## config.mk

```make
export PLATFORM = sky130hd
export DESIGN_NAME = ifu_fetch_buffer
export DESIGN_NICKNAME = d
export VERILOG_FILES = /design/src/rtl/ifu_fetch_buffer_pkg.sv /design/src/rtl/ifu_inst_fifo.sv /design/src/rtl/ifu_fetch_buffer.sv
export SDC_FILE = /design/constraint.sdc
export NUM_CORES = 1
export LEC_CHECK = 0
export CELL_PAD_IN_SITES_DETAIL_PLACEMENT = 1
export CELL_PAD_IN_SITES_GLOBAL_PLACEMENT = 1
export CORE_AREA = 2 2 234 236
export CTS_CLUSTER_SIZE = 12
export DETAILED_ROUTE_END_ITERATION = 8
export DIE_AREA = 0 0 236 238
export PLACE_DENSITY = 0.79
export SLEW_MARGIN = 20
export SYNTH_ARGS = -nofsm -noshare
export SYNTH_HDL_FRONTEND = slang
export SYNTH_SLANG_ARGS = --single-unit
```

## constraint.sdc

```tcl
create_clock -name clk -period 3.5 [get_ports clk]
set_input_delay 1.05 -clock clk [delete_from_list [all_inputs] [get_ports clk]]
set_output_delay 1.05 -clock clk [all_outputs]
set_load 0.05 [all_outputs]
```

## src/rtl/ifu_fetch_buffer_pkg.sv

```systemverilog
// ---------------------------------------------------------------------------
// ifu_fetch_buffer_pkg
// Shared definitions for the instruction fetch front end:
//   PC_START     - default fetch PC after reset
//   INST_W       - instruction width (32)
//   REG_BUS      - architectural register / address width (64)
//   ifu_state_e  - fetch FSM state encoding (IDLE, REQ, WAIT)
//   fifo_entry_t - one queued instruction with its PC
// ---------------------------------------------------------------------------
package ifu_fetch_buffer_pkg;

    localparam logic [63:0] PC_START = 64'h8000_0000;
    localparam int          INST_W   = 32;
    localparam int          REG_BUS  = 64;

    typedef enum logic [1:0] {
        IFU_IDLE = 2'd0,
        IFU_REQ  = 2'd1,
        IFU_WAIT = 2'd2
    } ifu_state_e;

    typedef struct packed {
        logic [REG_BUS-1:0] pc;
        logic [INST_W-1:0]  inst;
    } fifo_entry_t;

endpackage

```

## src/rtl/ifu_inst_fifo.sv

```systemverilog
// ---------------------------------------------------------------------------
// ifu_inst_fifo
// Small instruction queue feeding decode. Up to two entries may be written
// per cycle (push0 lands before push1), one entry is read per cycle.
// Ports:
//   clk, rst          - clock, asynchronous active-low reset
//   i_flush           - synchronous flush, wins over push and pop
//   i_push0/i_data0   - first (older) write
//   i_push1/i_data1   - second (younger) write
//   i_pop             - consume the head entry
//   o_head            - head entry {pc, inst}
//   o_valid           - queue not empty
//   o_free            - number of free entries
// ---------------------------------------------------------------------------
module ifu_inst_fifo
    import ifu_fetch_buffer_pkg::*;
#(
    parameter int DEPTH = 4
) (
    input  logic                   clk,
    input  logic                   rst,
    input  logic                   i_flush,
    input  logic                   i_push0,
    input  fifo_entry_t            i_data0,
    input  logic                   i_push1,
    input  fifo_entry_t            i_data1,
    input  logic                   i_pop,
    output fifo_entry_t            o_head,
    output logic                   o_valid,
    output logic [$clog2(DEPTH):0] o_free
);

    localparam int PTR_W = $clog2(DEPTH);
    localparam int CNT_W = $clog2(DEPTH) + 1;

    fifo_entry_t      w_entries [DEPTH];
    logic [PTR_W-1:0] r_rd_ptr;
    logic [PTR_W-1:0] r_wr_ptr;
    logic [CNT_W-1:0] r_count;
    logic [PTR_W-1:0] w_slot1;
    logic [CNT_W-1:0] w_push_n;
    logic             w_pop;

    // push1 goes to the slot after push0 when both are written together
    assign w_slot1  = i_push0 ? (r_wr_ptr + PTR_W'(1)) : r_wr_ptr;
    assign w_push_n = CNT_W'(i_push0) + CNT_W'(i_push1);
    assign w_pop    = i_pop && (r_count != '0);

    genvar gi;
    generate
        for (gi = 0; gi < DEPTH; gi++) begin : g_entry
            fifo_entry_t r_entry;
            logic        w_we0;
            logic        w_we1;

            assign w_we0 = !i_flush && i_push0 && (r_wr_ptr == PTR_W'(gi));
            assign w_we1 = !i_flush && i_push1 && (w_slot1 == PTR_W'(gi));

            always_ff @(posedge clk or negedge rst) begin
                if (!rst) begin
                    r_entry <= '0;
                end else if (w_we1) begin
                    r_entry <= i_data1;
                end else if (w_we0) begin
                    r_entry <= i_data0;
                end
            end

            assign w_entries[gi] = r_entry;
        end
    endgenerate

    always_ff @(posedge clk or negedge rst) begin
        if (!rst) begin
            r_rd_ptr <= '0;
            r_wr_ptr <= '0;
            r_count  <= '0;
        end else if (i_flush) begin
            r_rd_ptr <= '0;
            r_wr_ptr <= '0;
            r_count  <= '0;
        end else begin
            // pointers wrap naturally because DEPTH is a power of two
            r_wr_ptr <= r_wr_ptr + w_push_n[PTR_W-1:0];
            if (w_pop) begin
                r_rd_ptr <= r_rd_ptr + PTR_W'(1);
            end
            r_count <= r_count + w_push_n - CNT_W'(w_pop);
        end
    end

    assign o_head  = w_entries[r_rd_ptr];
    assign o_valid = (r_count != '0);
    assign o_free  = CNT_W'(DEPTH) - r_count;

endmodule

```

## src/rtl/ifu_fetch_buffer.sv

```systemverilog
// ---------------------------------------------------------------------------
// ifu_fetch_buffer
// Fetch front end upstream of decode. Issues aligned 64-bit reads, splits
// each returned doubleword into two 32-bit instructions, queues them with
// their PCs and presents one per cycle to decode. Redirects flush the queue
// and kill any fetch that is still in flight.
// Ports:
//   clk, rst                        - clock, asynchronous active-low reset
//   redirect_valid, redirect_pc     - restart fetch at redirect_pc (bits [1:0] ignored)
//   mem_req_valid/ready/addr        - doubleword read request
//   mem_resp_valid/data             - read response (one per accepted request)
//   out_valid/ready, out_inst/pc    - instruction stream to decode
// ---------------------------------------------------------------------------
module ifu_fetch_buffer #(
    parameter logic [63:0] PC_START = ifu_fetch_buffer_pkg::PC_START,
    parameter int          DEPTH    = 4
) (
    input  logic        clk,
    input  logic        rst,
    input  logic        redirect_valid,
    input  logic [63:0] redirect_pc,
    output logic        mem_req_valid,
    output logic [63:0] mem_req_addr,
    input  logic        mem_req_ready,
    input  logic        mem_resp_valid,
    input  logic [63:0] mem_resp_data,
    output logic        out_valid,
    input  logic        out_ready,
    output logic [31:0] out_inst,
    output logic [63:0] out_pc
);

    import ifu_fetch_buffer_pkg::*;

    localparam int CNT_W = $clog2(DEPTH) + 1;

    ifu_state_e       r_state;
    logic [63:0]      r_fetch_pc;
    logic             r_kill;
    logic             r_mem_req_valid;
    logic [63:0]      r_mem_req_addr;

    logic [63:0]      w_redirect_pc;
    logic [63:0]      w_line_base;
    logic             w_resp_take;
    logic             w_push0;
    logic             w_push1;
    logic             w_pop;
    fifo_entry_t      w_data0;
    fifo_entry_t      w_data1;
    fifo_entry_t      w_head;
    logic             w_fifo_valid;
    logic [CNT_W-1:0] w_free;

    assign w_redirect_pc = redirect_pc & ~64'h3;
    assign w_line_base   = r_fetch_pc & ~64'h7;

    // A response is only kept if it belongs to the current fetch stream and
    // no redirect lands in the same cycle.
    assign w_resp_take = (r_state == IFU_WAIT) && mem_resp_valid && !r_kill && !redirect_valid;
    // Low word is skipped when fetch started on the upper half of the line.
    assign w_push0     = w_resp_take && !r_fetch_pc[2];
    assign w_push1     = w_resp_take;
    assign w_data0     = {r_fetch_pc, mem_resp_data[31:0]};
    assign w_data1     = {w_line_base | 64'h4, mem_resp_data[63:32]};
    assign w_pop       = w_fifo_valid && out_ready && !redirect_valid;

    ifu_inst_fifo #(
        .DEPTH (DEPTH)
    ) u_fifo (
        .clk     (clk),
        .rst     (rst),
        .i_flush (redirect_valid),
        .i_push0 (w_push0),
        .i_data0 (w_data0),
        .i_push1 (w_push1),
        .i_data1 (w_data1),
        .i_pop   (w_pop),
        .o_head  (w_head),
        .o_valid (w_fifo_valid),
        .o_free  (w_free)
    );

    always_ff @(posedge clk or negedge rst) begin
        if (!rst) begin
            r_state         <= IFU_IDLE;
            r_fetch_pc      <= PC_START;
            r_kill          <= 1'b0;
            r_mem_req_valid <= 1'b0;
            r_mem_req_addr  <= '0;
        end else begin
            if (redirect_valid) begin
                r_fetch_pc <= w_redirect_pc;
            end
            case (r_state)
                IFU_IDLE: begin
                    // two free slots guarantee the response can always be pushed
                    if (!redirect_valid && (w_free >= CNT_W'(2))) begin
                        r_state         <= IFU_REQ;
                        r_mem_req_valid <= 1'b1;
                        r_mem_req_addr  <= w_line_base;
                    end
                end
                IFU_REQ: begin
                    // request cannot be withdrawn; mark its response as stale
                    if (redirect_valid) begin
                        r_kill <= 1'b1;
                    end
                    if (mem_req_ready) begin
                        r_mem_req_valid <= 1'b0;
                        r_state         <= IFU_WAIT;
                    end
                end
                IFU_WAIT: begin
                    if (mem_resp_valid) begin
                        r_kill  <= 1'b0;
                        r_state <= IFU_IDLE;
                        if (!r_kill && !redirect_valid) begin
                            r_fetch_pc <= w_line_base + 64'd8;
                        end
                    end else if (redirect_valid) begin
                        r_kill <= 1'b1;
                    end
                end
                default: begin
                    r_state         <= IFU_IDLE;
                    r_mem_req_valid <= 1'b0;
                end
            endcase
        end
    end

    assign mem_req_valid = r_mem_req_valid;
    assign mem_req_addr  = r_mem_req_addr;
    assign out_valid     = w_fifo_valid;
    assign out_inst      = w_head.inst;
    assign out_pc        = w_head.pc;

endmodule

```

### Word level (Yosys, flattened, before mapping)

Cells that the tools add are included.
W data, S select, Z words.

| word-level totals | value |
|---|---|
| register bits | 520 |
| bits of input ports | 134 |
| output and inout port bits | 162 |
| word-level logic and storage cells | 104 |

| cells by class | value |
|---|---|
| add/subtract/negate cells | 8 |
| $lt $le $gt $ge | 2 |
| equality and inequality tests | 11 |
| mux-type cells | 30 |
| bitwise logic cells | 2 |
| reductions and logical operators | 35 |

Operators with widths:

| cell | number |
|---|---|
| $mux W96 | 10 |
| $mux W64 | 4 |
| $bmux W96 S2 | 1 |
| $add A64 B4 Y64 const B | 1 |
| $logic_and A1 B1 Y1 | 19 |
| $mux W2 | 7 |
| $reduce_bool A2 Y1 | 6 |
| $eq A2 B2 Y1 const B | 5 |
| $eq A2 B1 Y1 const B | 3 |
| $logic_not A2 Y1 | 3 |
| $ne A2 B2 Y1 const B | 3 |
| $pmux W2 S3 | 1 |
| $reduce_and A3 Y1 | 2 |
| $add A2 B1 Y2 const B | 2 |
| $mux W1 | 4 |
| $add A3 B3 Y3 | 1 |
| $ge A3 B2 Y1 const B | 1 |
| $ge A3 B3 Y1 const B | 1 |
| $logic_not A1 Y1 | 3 |
| $mux W3 | 1 |
| $not A2 Y3 | 1 |
| $pmux W1 S3 | 1 |
| $reduce_bool A3 Y1 | 1 |
| $sub A3 B1 Y3 | 1 |
| 6 further kinds | 6 |

### Logic depth before layout (Yosys ltp)

Gate-level depths: netlist of run 1.

| logic depth | value |
|---|---|
| word-level depth | 9 |
| gate-level depth with buffers | 13 |
| gate-level depth less buffers | 13 |

### Modules after synthesis

From an unflattened synthesis of run 1, not the netlist that was laid out.

| unflattened totals | value |
|---|---|
| cells, all modules | 2001 |
| area total of the unflattened synthesis | 28481.1 um^2 |

Modules (own cells, without submodules):

| module | instances | cells each | area each (um^2) | seq. area each (um^2) |
|---|---|---|---|---|
| ifu_inst_fifo | 1 | 1416 | 22270.1 | 9784.4 |
| ifu_fetch_buffer | 1 | 585 | 6211.0 | 3229.3 |

### Least setup slack after synthesis of run 1

No wires, ideal clock.

| timing | value |
|---|---|
| path kind | input to register |
| from | input redirect_valid |
| to | register u_fifo.r_count[2] |
| setup time | 0.132 ns |
| arrival time | 3.207 ns |
| data required time | 3.368 ns |
| path slack | 0.161 ns |
| stages | 13 |
| path buffers | 3 |
| cell sequence | clkbuf_1 -> clkbuf_1 -> inv_2 -> clkbuf_1 -> and2_1 -> ha_1 -> inv_1 -> ha_1 -> inv_1 -> fa_1 -> xnor2_1 -> xnor2_1 -> nor2_1 |

| between the ends | value |
|---|---|
| cells in the longest elaborated chain, start to end | 7 |
| elaborated cells on any way between the ends | 9 |
| those cells by class | add/sub: 3; mux: 1; reduce/logical: 5 |

Ends and longest elaborated chain:

| element | line | source |
|---|---|---|
| from (decl) | ifu_fetch_buffer.sv:20 | `input logic redirect_valid,` |
| $logic_not A1 Y1 | ifu_fetch_buffer.sv:60, ifu_fetch_buffer.sv:66 |  |
| $logic_and A1 B1 Y1 | ifu_fetch_buffer.sv:60 | `assign w_resp_take = (r_state == IFU_WAIT) && mem_resp_valid && !r_kill && !redirect_valid;` |
| $logic_and A1 B1 Y1 | ifu_fetch_buffer.sv:62 | `assign w_push0 = w_resp_take && !r_fetch_pc[2];` |
| $add A1 B1 Y2 | ifu_inst_fifo.sv:46 | `assign w_push_n = CNT_W'(i_push0) + CNT_W'(i_push1);` |
| $add A3 B3 Y3 | ifu_inst_fifo.sv:88 | `r_count <= r_count + w_push_n - CNT_W'(w_pop);` |
| $sub A3 B1 Y3 | ifu_inst_fifo.sv:88 |  |
| $mux W3 * | ifu_inst_fifo.sv:78 | `end else if (i_flush) begin` |
| to (signal assigned) | ifu_inst_fifo.sv:88 |  |
| to (decl) | ifu_inst_fifo.sv:39 | `logic [CNT_W-1:0] r_count;` |

Every way passes the cells marked *; elsewhere a longest branch is shown, timed or not.
A chain may end at the register's enable or synchronous reset.

### Worst setup path after layout of run 1

| timing | value |
|---|---|
| from | register u_fifo.r_rd_ptr[0] |
| to | output out_pc[44] |

| between the ends | value |
|---|---|
| cells in the longest elaborated chain, start to end | 4 |

Ends and longest elaborated chain:

| element | line | source |
|---|---|---|
| from (decl) | ifu_inst_fifo.sv:37 | `logic [PTR_W-1:0] r_rd_ptr;` |
| from (signal assigned) | ifu_inst_fifo.sv:86 | `r_rd_ptr <= r_rd_ptr + PTR_W'(1);` |
| $not A2 Y3 (implied by the code) | ifu_inst_fifo.sv:92 | `assign o_head = w_entries[r_rd_ptr];` |
| $bmux W96 S2 | ifu_inst_fifo.sv:92 |  |
| $mux W96 (implied by the code) (2 in a row) | ifu_inst_fifo.sv:92 |  |
| to (decl) | ifu_fetch_buffer.sv:30 | `output logic [63:0] out_pc` |

Every way passes these cells. The select of a mux whose other input is x is not followed.

==> results of run 1 <==
[synthesized netlist by cell type (3+ instances only)]
master    instances  area [um^2]
nor2b_1           9        56.30
mux2i_1         142         1421
and4_1           10        87.58
nand2_1          82        307.8
mux4_2           96         2162
nor3_1           17        85.08
dfrtp_1         519        12990
xor2_1           18        157.7
buf_4             3        22.52
or4_1             9        67.56
nand3b_1          3        22.52
clkbuf_1        103        386.6
mux2_1           13        146.4
a31oi_1          11        68.82
nor2_1          175        656.9
and3_1           13        81.33
nor4_1           16        100.1
a211oi_1          3        22.52
mux2_2          294         3311
xnor2_1          22        192.7
ha_1             16        200.2
inv_1            23        86.33
o211a_1           4        40.04
buf_1            17        63.81
buf_2            36        180.2
nand3_1          28        140.1
nand4_1          24        150.1
nand2b_1          3        18.77
a22oi_1           6        45.04
or3_1             8        50.05
o21ai_0          40        200.2
o21ai_1           7        35.03
a21oi_1         132        660.6
and2_1            6        37.54
[final timing paths]
path / slack [ps] / cells past startpoint / startpoint / endpoint
max: 60 / 5 / u_fifo.r_rd_ptr[0] / out_pc[44]
min: 440 / 1 / rst / u_fifo.g_entry[2].r_entry[30]
max reg2reg: 680 / 5 / r_fetch_pc[22] / r_fetch_pc[42]
min reg2reg: 470 / 2 / u_fifo.g_entry[2].r_entry[34] / u_fifo.g_entry[2].r_entry[34]
max in group asynchronous: 2150 / 2 / rst / r_fetch_pc[31]
min in group clk: 470 / 2 / u_fifo.g_entry[2].r_entry[34] / u_fifo.g_entry[2].r_entry[34]
[logic make-up (layout without fill, tap and decap cells)]
| family | after synthesis | after routing | share of synthesized area |
|---|---|---|---|
| AOI/OAI and AO/OA | 214 | 214 | 0.04767 |
| muxes | 545 | 545 | 0.2872 |
| buffers and inverters | 183 | 487 | 0.03031 |
| and+or+nand+nor | 414 | 414 | 0.08059 |
| DFF | 520 | 520 | 0.5308 |
| other | 1 | 5 | 0.0001530 |
| adders and majority gates | 17 | 17 | 0.008982 |
| xor gates and xnor gates | 40 | 40 | 0.01429 |
[critical path, delay by kind of cell, from the launching register on]
kind / cells / cell delay (ps)
flip-flops: 1 / 510
buffers and inverters: 4 / 820
multiplexers: 1 / 450
[state kept, by name, indices dropped and copies added, names as in the netlist]
name / count
r_kill: 1
r_fetch_pc: 64
u_fifo.r_count: 3
u_fifo.g_entry.r_entry: 384
mem_req_valid: 1
u_fifo.r_rd_ptr: 2
u_fifo.r_wr_ptr: 2
r_state: 2
mem_req_addr: 61
[metal layers]
| layer | up-vias | global-route usage |
|---|---|---|
| met5 | - | 0 |
| met4 | 2 | 0.09110 |
| met3 | 132 | 0.04130 |
| met2 | 405 | 0.4692 |
| met1 | 9106 | 0.3372 |
| li1 | 7471 | - |
[area by class of cell]
type / count / area, um^2 / share of cell area
antenna: 2 / 5.005 / 0.0001647
clock buffer: 88 / 1693 / 0.05572
clock inverter: 16 / 212.7 / 0.007001
inverter: 24 / 90.09 / 0.002965
multi-input combinational: 1233 / 10830 / 0.3565
sequential: 520 / 13020 / 0.4286
tap: 696 / 870.8 / 0.02866
timing repair buffer: 359 / 3657 / 0.1204
[repair_timing]
action | CTS | global route
endpoints found under the setup margin | 78 | 25
resized for setup | 79 | 29
cloned | 4 | 0
setup buffers | 5 | 1
[power by group through the flow]
stage          sequential, mW  combinational [mW]  clock, mW
5_1_grt                  8.39                9.19       6.50
3_3_place_gp             8.18                8.55          0
2_1_floorplan            9.11                4.80          0
4_1_cts                  8.22                8.91       6.27
3_5_place_dp             8.29                8.73          0
6_report                 8.21                8.79       6.14
[through the flow]
step | hold slack, ps | instance area (um^2)
finish | 442.5 | 30380
global route | 470.0 | 30380
CTS | 442.3 | 30440
detailed placement | 460.1 | 28340
global placement | 455.5 | 28340
floorplan | 441.6 | 24520
==> flow_summary.toml, run 1 <==
[run_status]
status = "finished clean"

[grt]
grt_antenna_before_repair = 2
grt_pass1_wl_mm = 115.8
grt_overflow_total = 0
grtUsageTotal = 0.2669
grt_max_degree = 97
grt_pass1_vias = 19370

[finish]
fin_nets = 2346
final_common_cell = "dfrtp_1"
area_delta_synth_final_pct = 23.92
mostFrequentLayoutCells = "517 x dfrtp_1, 294 x mux2_2, 191 x clkdlybuf4s50_1"
postLayoutCoreUtil = 0.5679
final_cells = 2938
fillers = 5306
drive_gt1_frac = 0.2879

[routing]
top_layer = "met5"
drt_first_pass_iters = 5
routed_wl_mm = 73.58
ant_nets = 0
wl_met1_mm = 30.67
routed-wl-met2_mm = 37.63
vias = 17120
drc_errors = 0
wl_met3_mm = 3.148
wl_per_cell_um = 25.04
routed_via_density = 5.826
drtIter0Drc = 1013

[clock_tree]
path_clk_slew_ps = 60
cts_buffer_depth = 3
numClockSinks = 520
cts_tree = "built"
hold_buffers = 0
ctsRootBufferMaster = "clkbuf_16"
clk_latency_ps = 610
cts-htree-levels = 2
cts_made_buffers = 57

[logic_synthesis]
synth-seq-cells = 520
yosys_most_used_dff = "dfrtp_1"
yosysUniqueCellTypes = 56
async_flop_share = 1.000
seq_area_frac_synth = 0.5308
ys_warn_count = 0
synth-edff-count = 0
syn_area_um2 = 24520
syn_area_per_cell_um2 = 12.68
postSynthCellCount = 1934

[timing]
period_share = 0.9832
fin_skew_ps = 18.31
worstMarginPinSlew_ps = 942.8
fin_tns_setup_ps = 0
relSlewSlack = 0.3715
setup_ws_ps = 58.84
timing.fmax_mhz = 290.6
setup_viol = 0
min_period_ps = 3441
hold_viol_final = 0
grt_setup_unrepaired = "no"
drv_slew = 0

[floorplan]
dieWidth_um = 236
die_h_um = 238
fp-row-count = 85
initial_core_util = 0.4583
core_area_um2 = 53500
dieArea_um2 = 56170
ioPinCount = 296

[power]
pwr-share-comb = 0.380
ir_drop_uv = 542.4
seqPwrFrac = 0.355
power.leakage_nw = 14.64
net-switching-power_mw = 8.693
total_power_mw = 23.14
pwr_density_cell_nw_per_um2 = 761.6
clockPowerShare = 0.265
p_int_mw = 14.45
switching_share = 0.3757

[place]
post-place-cells = 2822
preCtsSetupSlack_ps = 10.13
portBuffers = 290
post-dp-hpwl_mm = 47.70
gp_congestion = 0.7854

[critical_path]
crit_fanout = 7
worstPathArrival_ps = 2390
endpoint_kind = "output port"
worstSetupPathType = "reg2out"
required_ps = 2450
critPathMaxStageDelay_ps = 510
critPathSlowestCell = "dfrtp_4"
cp_cell_sequence = "buf_4 > buf_16 > buf_4 > mux4_2 > clkdlybuf4s15_2"
cp-start-kind = "flip-flop"
cpMostUsedCell = "buf_4"

[worst_hold_path]
hp-class = "in2async"

[flow_run]
max_cap_violations = 0
No activity file was read; power rests on OpenSTA's default activity.
==> inputs of run 2 (changes only) <==
- CORE_AREA: 2 2 234 236 -> 10 10 242 244
- DIE_AREA: 0 0 236 238 -> 0 0 252 254
- RECOVER_POWER: unset -> 100
==> run 2 against run 1 <==
  * Worst setup slack got worse by 16 ps
  * Largest cell class unchanged
  * The run now ends with capacitance limit, slew limit left
  * Non-clock buffer count decreased by 4
  * Highest routed layer unchanged
  * Global-route usage decreased by 3.2 points
  * Cell area decreased by 0.99%
  * Utilization decreased by 0.67 points
  * Combinational power decreased by 2%
  * Clock skew increased by 11 ps
  * Wire length increased by 2.9%
  * Total power decreased by 1.4%
==> flow_summary.toml, run 2 (synthesized netlist as in run 1, its figures left out) <==
[timing]
timing.fmax_mhz = 289.2
period_share = 0.9878
setup_viol = 0
drv_slew = 237
setup_ws_ps = 42.54
relSlewSlack = -0.9526
hold_viol_final = 0
worstMarginPinSlew_ps = 2929
grt_setup_unrepaired = "yes"
fin_skew_ps = 29.21
min_period_ps = 3457

[critical_path]
endpoint_kind = "output port"
worstSetupPathType = "reg2out"
cp-start-kind = "flip-flop"
worstPathArrival_ps = 2410
required_ps = 2450
crit_fanout = 5

[grt]
grt_pass1_vias = 19360
grt_max_degree = 112
grt_pass1_wl_mm = 116.6
grt_overflow_total = 0
grtUsageTotal = 0.2345
grt_antenna_before_repair = 5

[clock_tree]
cts_made_buffers = 57
path_clk_slew_ps = 60
cts_buffer_depth = 3
numClockSinks = 520
cts_tree = "built"
hold_buffers = 0
cts-htree-levels = 2
ctsRootBufferMaster = "clkbuf_16"
clk_latency_ps = 640

[routing]
ant_nets = 0
drtIter0Drc = 946
routed_wl_mm = 75.75
drt_first_pass_iters = 4
routed_via_density = 5.884
wl_per_cell_um = 25.87
vias = 17230
drc_errors = 0

[finish]
multi_input_area_um2 = 10790
antennaDiodeCount = 0
final_cells = 2928
final_common_cell = "dfrtp_1"
fillers = 5355
drive_gt1_frac = 0.2778
area_delta_synth_final_pct = 22.70
seq_area_um2 = 13020
mostFrequentLayoutCells = "517 x dfrtp_1, 293 x mux2_2, 175 x nor2_1"
fin_nets = 2342
regMostFlops = "u_fifo.g_entry.r_entry"
largest_reg_flops = 384

[floorplan]
ioPinCount = 296
initial_core_util = 0.4574
dieWidth_um = 252
die_h_um = 254
fp-row-count = 85
core_area_um2 = 53600
dieArea_um2 = 64010

[place]
gp_congestion = 0.7826
preCtsSetupSlack_ps = 92.49
post-place-cells = 2821
portBuffers = 290
post-dp-hpwl_mm = 49.38

[power]
pwr_density_cell_nw_per_um2 = 758.1
ir_drop_uv = 506.8
total_power_mw = 22.80
power.leakage_nw = 14.48

[run_status]
violations = "capacitance limit, slew limit"
status = "finished, violations left"

[worst_hold_path]
hp-class = "reg2reg"

[flow_run]
max_cap_violations = 4
-- run 2: cell count changes in the layout (fill, tap and decap cells not counted), sizes merged --
cell | before | now
dlymetal6s2s | 1 | 0
clkbuf | 92 | 117
buf | 132 | 88
dlygate4sd3 | 0 | 64
clkdlybuf4s50 | 191 | 127
bufinv | 5 | 2
dlygate4sd2 | 28 | 27
clkinv | 9 | 14
diode | 2 | 0
clkdlybuf4s15 | 1 | 14
bufbuf | 2 | 0
-- run 2: path summary, 6_finish.rpt --
path	startpoint	to	slack, ps	cells after the start
max in group asynchronous	rst	u_fifo.g_entry[1].r_entry[83]	340	2
worst min-delay path	u_fifo.g_entry[3].r_entry[34]	u_fifo.g_entry[3].r_entry[34]	480	2
worst max register to register	r_state[0]	u_fifo.g_entry[3].r_entry[86]	230	9
worst max-delay path	u_fifo.r_rd_ptr[0]	out_inst[9]	40	4
min in group asynchronous	rst	u_fifo.g_entry[0].r_entry[2]	1380	1
worst min register to register	u_fifo.g_entry[3].r_entry[34]	u_fifo.g_entry[3].r_entry[34]	480	2
-- run 2: final cells by class --
class,instances,share of cell area
multi-input combinational,1233,0.3587
sequential,520,0.4329
clock buffer,82,0.05486
clock inverter,18,0.006697
inverter,24,0.002995
tap,696,0.02895
timing repair buffer,355,0.1149
-- run 2: where the power goes --
part	internal (mW)	switching, mW
Combinational	3.31	5.31
Clock	3.42	2.56
Sequential	7.29	0.911
Total	14.0	8.78
-- run 2: what timing repair did --
action	CTS	global route
endpoints found under the setup margin	88	65
gates cloned	0	2
resized for setup	97	11
setup buffers	0	5
-- run 2: metrics by stage --
step,hold slack [ps],TNS (ps),util,area [um^2]
after global placement,454.0,0,0.5273,28260
after CTS,317.0,-432.3,0.5632,30190
after floorplan,441.6,0,-,24520
final,482.9,0,0.5612,30080
after detailed placement,464.9,0,0.5273,28260
after global routing,495.7,-643.6,0.5612,30080
-- run 2: metal layers --
metal	vias up	global-route usage	wire [um]
li1	7473	-	-
met1	9183	0.2915	31620
met2	445	0.4053	37970
met3	118	0.04924	4305
met4	8	0.06907	1801
met5	-	0	42
-- run 2: critical path: stages, from the launching register on --
cell and delay (ps):
dfrtp_4 490, buf_12 150, buf_4 180, mux4_2 530, dlygate4sd2_1 450
==> inputs of run 3 (changes only) <==
- clock period: 3.5 -> 3.55 ns (I/O delays scaled with it)
==> run 3 against run 2 <==
  * The flow still finishes with violations (capacitance limit, slew limit)
  * Global-route usage shrank 0.35 points
  * Clock power decreased by 3%
  * Worst setup slack improved by 40 ps
  * Hold slack got worse by 3.9 ps
  * Sequential power shrank 2%
  * Combinational power shrank 4.2%
  * Largest cell class unchanged
==> flow_summary.toml, run 3 (synthesized netlist as in run 1, its figures left out) <==
[timing]
worstMarginPinSlew_ps = 1577
setup_ws_ps = 82.07
drv_slew = 95
min_period_ps = 3468
period_share = 0.9769
fin_skew_ps = 26.05
setup_viol = 0
relSlewSlack = -0.05111
timing.fmax_mhz = 288.4
hold_ws_ps = 479.0
hold_viol_final = 0
grt_setup_unrepaired = "yes"

[grt]
grt_pass1_vias = 19040
grt_overflow_total = 0
grt_antenna_before_repair = 4
grt_pass1_wl_mm = 114.7
grtUsageTotal = 0.2310
grt_max_degree = 89

[floorplan]
ioPinCount = 296
die_h_um = 254
dieArea_um2 = 64010
core_area_um2 = 53600
fp-row-count = 85
dieWidth_um = 252
initial_core_util = 0.4574

[critical_path]
critPathMaxStageDelay_ps = 580
r2r-start = "r_state[0]"
reg2reg_depth = 9
rr_endpoint = "u_fifo.g_entry[2].r_entry[17]"
worstSetupPathType = "reg2out"
r2r_slack_ps = 300
cp-start-kind = "flip-flop"
worstPathArrival_ps = 2400
endpoint_kind = "output port"
cp_cell_sequence = "buf_12 > mux4_2 > dlygate4sd2_1"
critPathSlowestCell = "mux4_2"
crit_fanout = 26
required_ps = 2480

[routing]
routed_via_density = 5.838
wl_per_cell_um = 25.47
top_layer = "met5"
ant_nets = 0
routed_wl_mm = 74.38
vias = 17050
wl_met3_mm = 4.063
drc_errors = 0
routed-wl-met2_mm = 38.15
wl_met1_mm = 30.48
drtIter0Drc = 1086
drt_first_pass_iters = 5

[finish]
fillers = 5386
largest_reg_flops = 384
mostFrequentLayoutCells = "517 x dfrtp_1, 292 x mux2_2, 175 x nor2_1"
design_area_um2 = 29720
regMostFlops = "u_fifo.g_entry.r_entry"
final_cells = 2920
drive_gt1_frac = 0.2648
area_delta_synth_final_pct = 21.21
fin_nets = 2334
final_common_cell = "dfrtp_1"
antennaDiodeCount = 0

[clock_tree]
numClockSinks = 520
path_clk_slew_ps = 60
clk_latency_ps = 620
cts_buffer_depth = 3
cts_made_buffers = 57
ctsRootBufferMaster = "clkbuf_16"
cts_tree = "built"
cts-htree-levels = 2

[power]
power.leakage_nw = 14.36
total_power_mw = 22.13
pwr_density_cell_nw_per_um2 = 744.8
ir_drop_uv = 643.4

[run_status]
violations = "capacitance limit, slew limit"
status = "finished, violations left"

[place]
post-dp-hpwl_mm = 49.11
gp_congestion = 0.7957
post-place-cells = 2819
place_area_um2 = 28310
portBuffers = 290
preCtsSetupSlack_ps = 174.1

[flow_run]
max_cap_violations = 2

[worst_hold_path]
min_path_cells = 2
holdPathEnd = "u_fifo.g_entry[2].r_entry[34]"
hp-class = "reg2reg"
hp-start = "u_fifo.g_entry[2].r_entry[34]"
## run 3: per-stage QoR
| step | setup TNS (ps) | util |
|---|---|---|
| after floorplan | 0 | - |
| after global placement | 0 | 0.5282 |
| after detailed placement | 0 | 0.5282 |
| after CTS | -37.28 | 0.5614 |
| after global routing | -4.410 | 0.5544 |
| final | 0 | 0.5544 |
## run 3: where the power goes
part	internal (mW)	switching, mW	total [mW]
Combinational	3.07	5.19	8.26
Sequential	7.19	0.858	8.05
Clock	3.40	2.44	5.83
Total	13.7	8.48	22.1
## run 3: metal layers
layer	global-route usage	vias to the layer above
met2	0.4060	442
li1	-	7454
met3	0.04903	116
met4	0.06543	6
met5	0	-
met1	0.2821	9030
## run 3: what timing repair did
action | in CTS | in global routing
resized for setup | 62 | 18
buffers inserted | 0 | 0
hold buffers | 0 | 0
endpoints found under the setup margin | 77 | 24
gates cloned | 0 | 1
## run 3: layout make-up
class                      count  area, um^2  share of cell area
clock buffer                  86        1645             0.05537
clock inverter                14       176.4            0.005937
inverter                      24       90.09            0.003032
multi-input combinational   1233       10780              0.3628
sequential                   520       13020              0.4382
tap                          696       870.8             0.02931
timing repair buffer         347        3131              0.1053
## run 3: how the worst max path moves through the flow
| stage | startpoint | end | slack, ps | depth (start not counted) |
|---|---|---|---|---|
| after floorplan | redirect_valid | u_fifo.r_count[2] | 200 | 13 |
| after global placement | mem_resp_valid | r_fetch_pc[61] | 210 | 8 |
| after detailed placement | mem_resp_valid | r_fetch_pc[53] | 170 | 8 |
| after CTS | u_fifo.r_rd_ptr[0] | out_pc[44] | -40 | 3 |
| after global routing | u_fifo.r_rd_ptr[0] | out_inst[15] | -3 | 3 |
| final | u_fifo.r_rd_ptr[0] | out_inst[15] | 80 | 3 |
## run 3: critical path, delay by kind of cell (launching register included)
family                 cells  cell delay, ps
multiplexers               1             580
buffers and inverters      2             710
flip-flops                 1             480
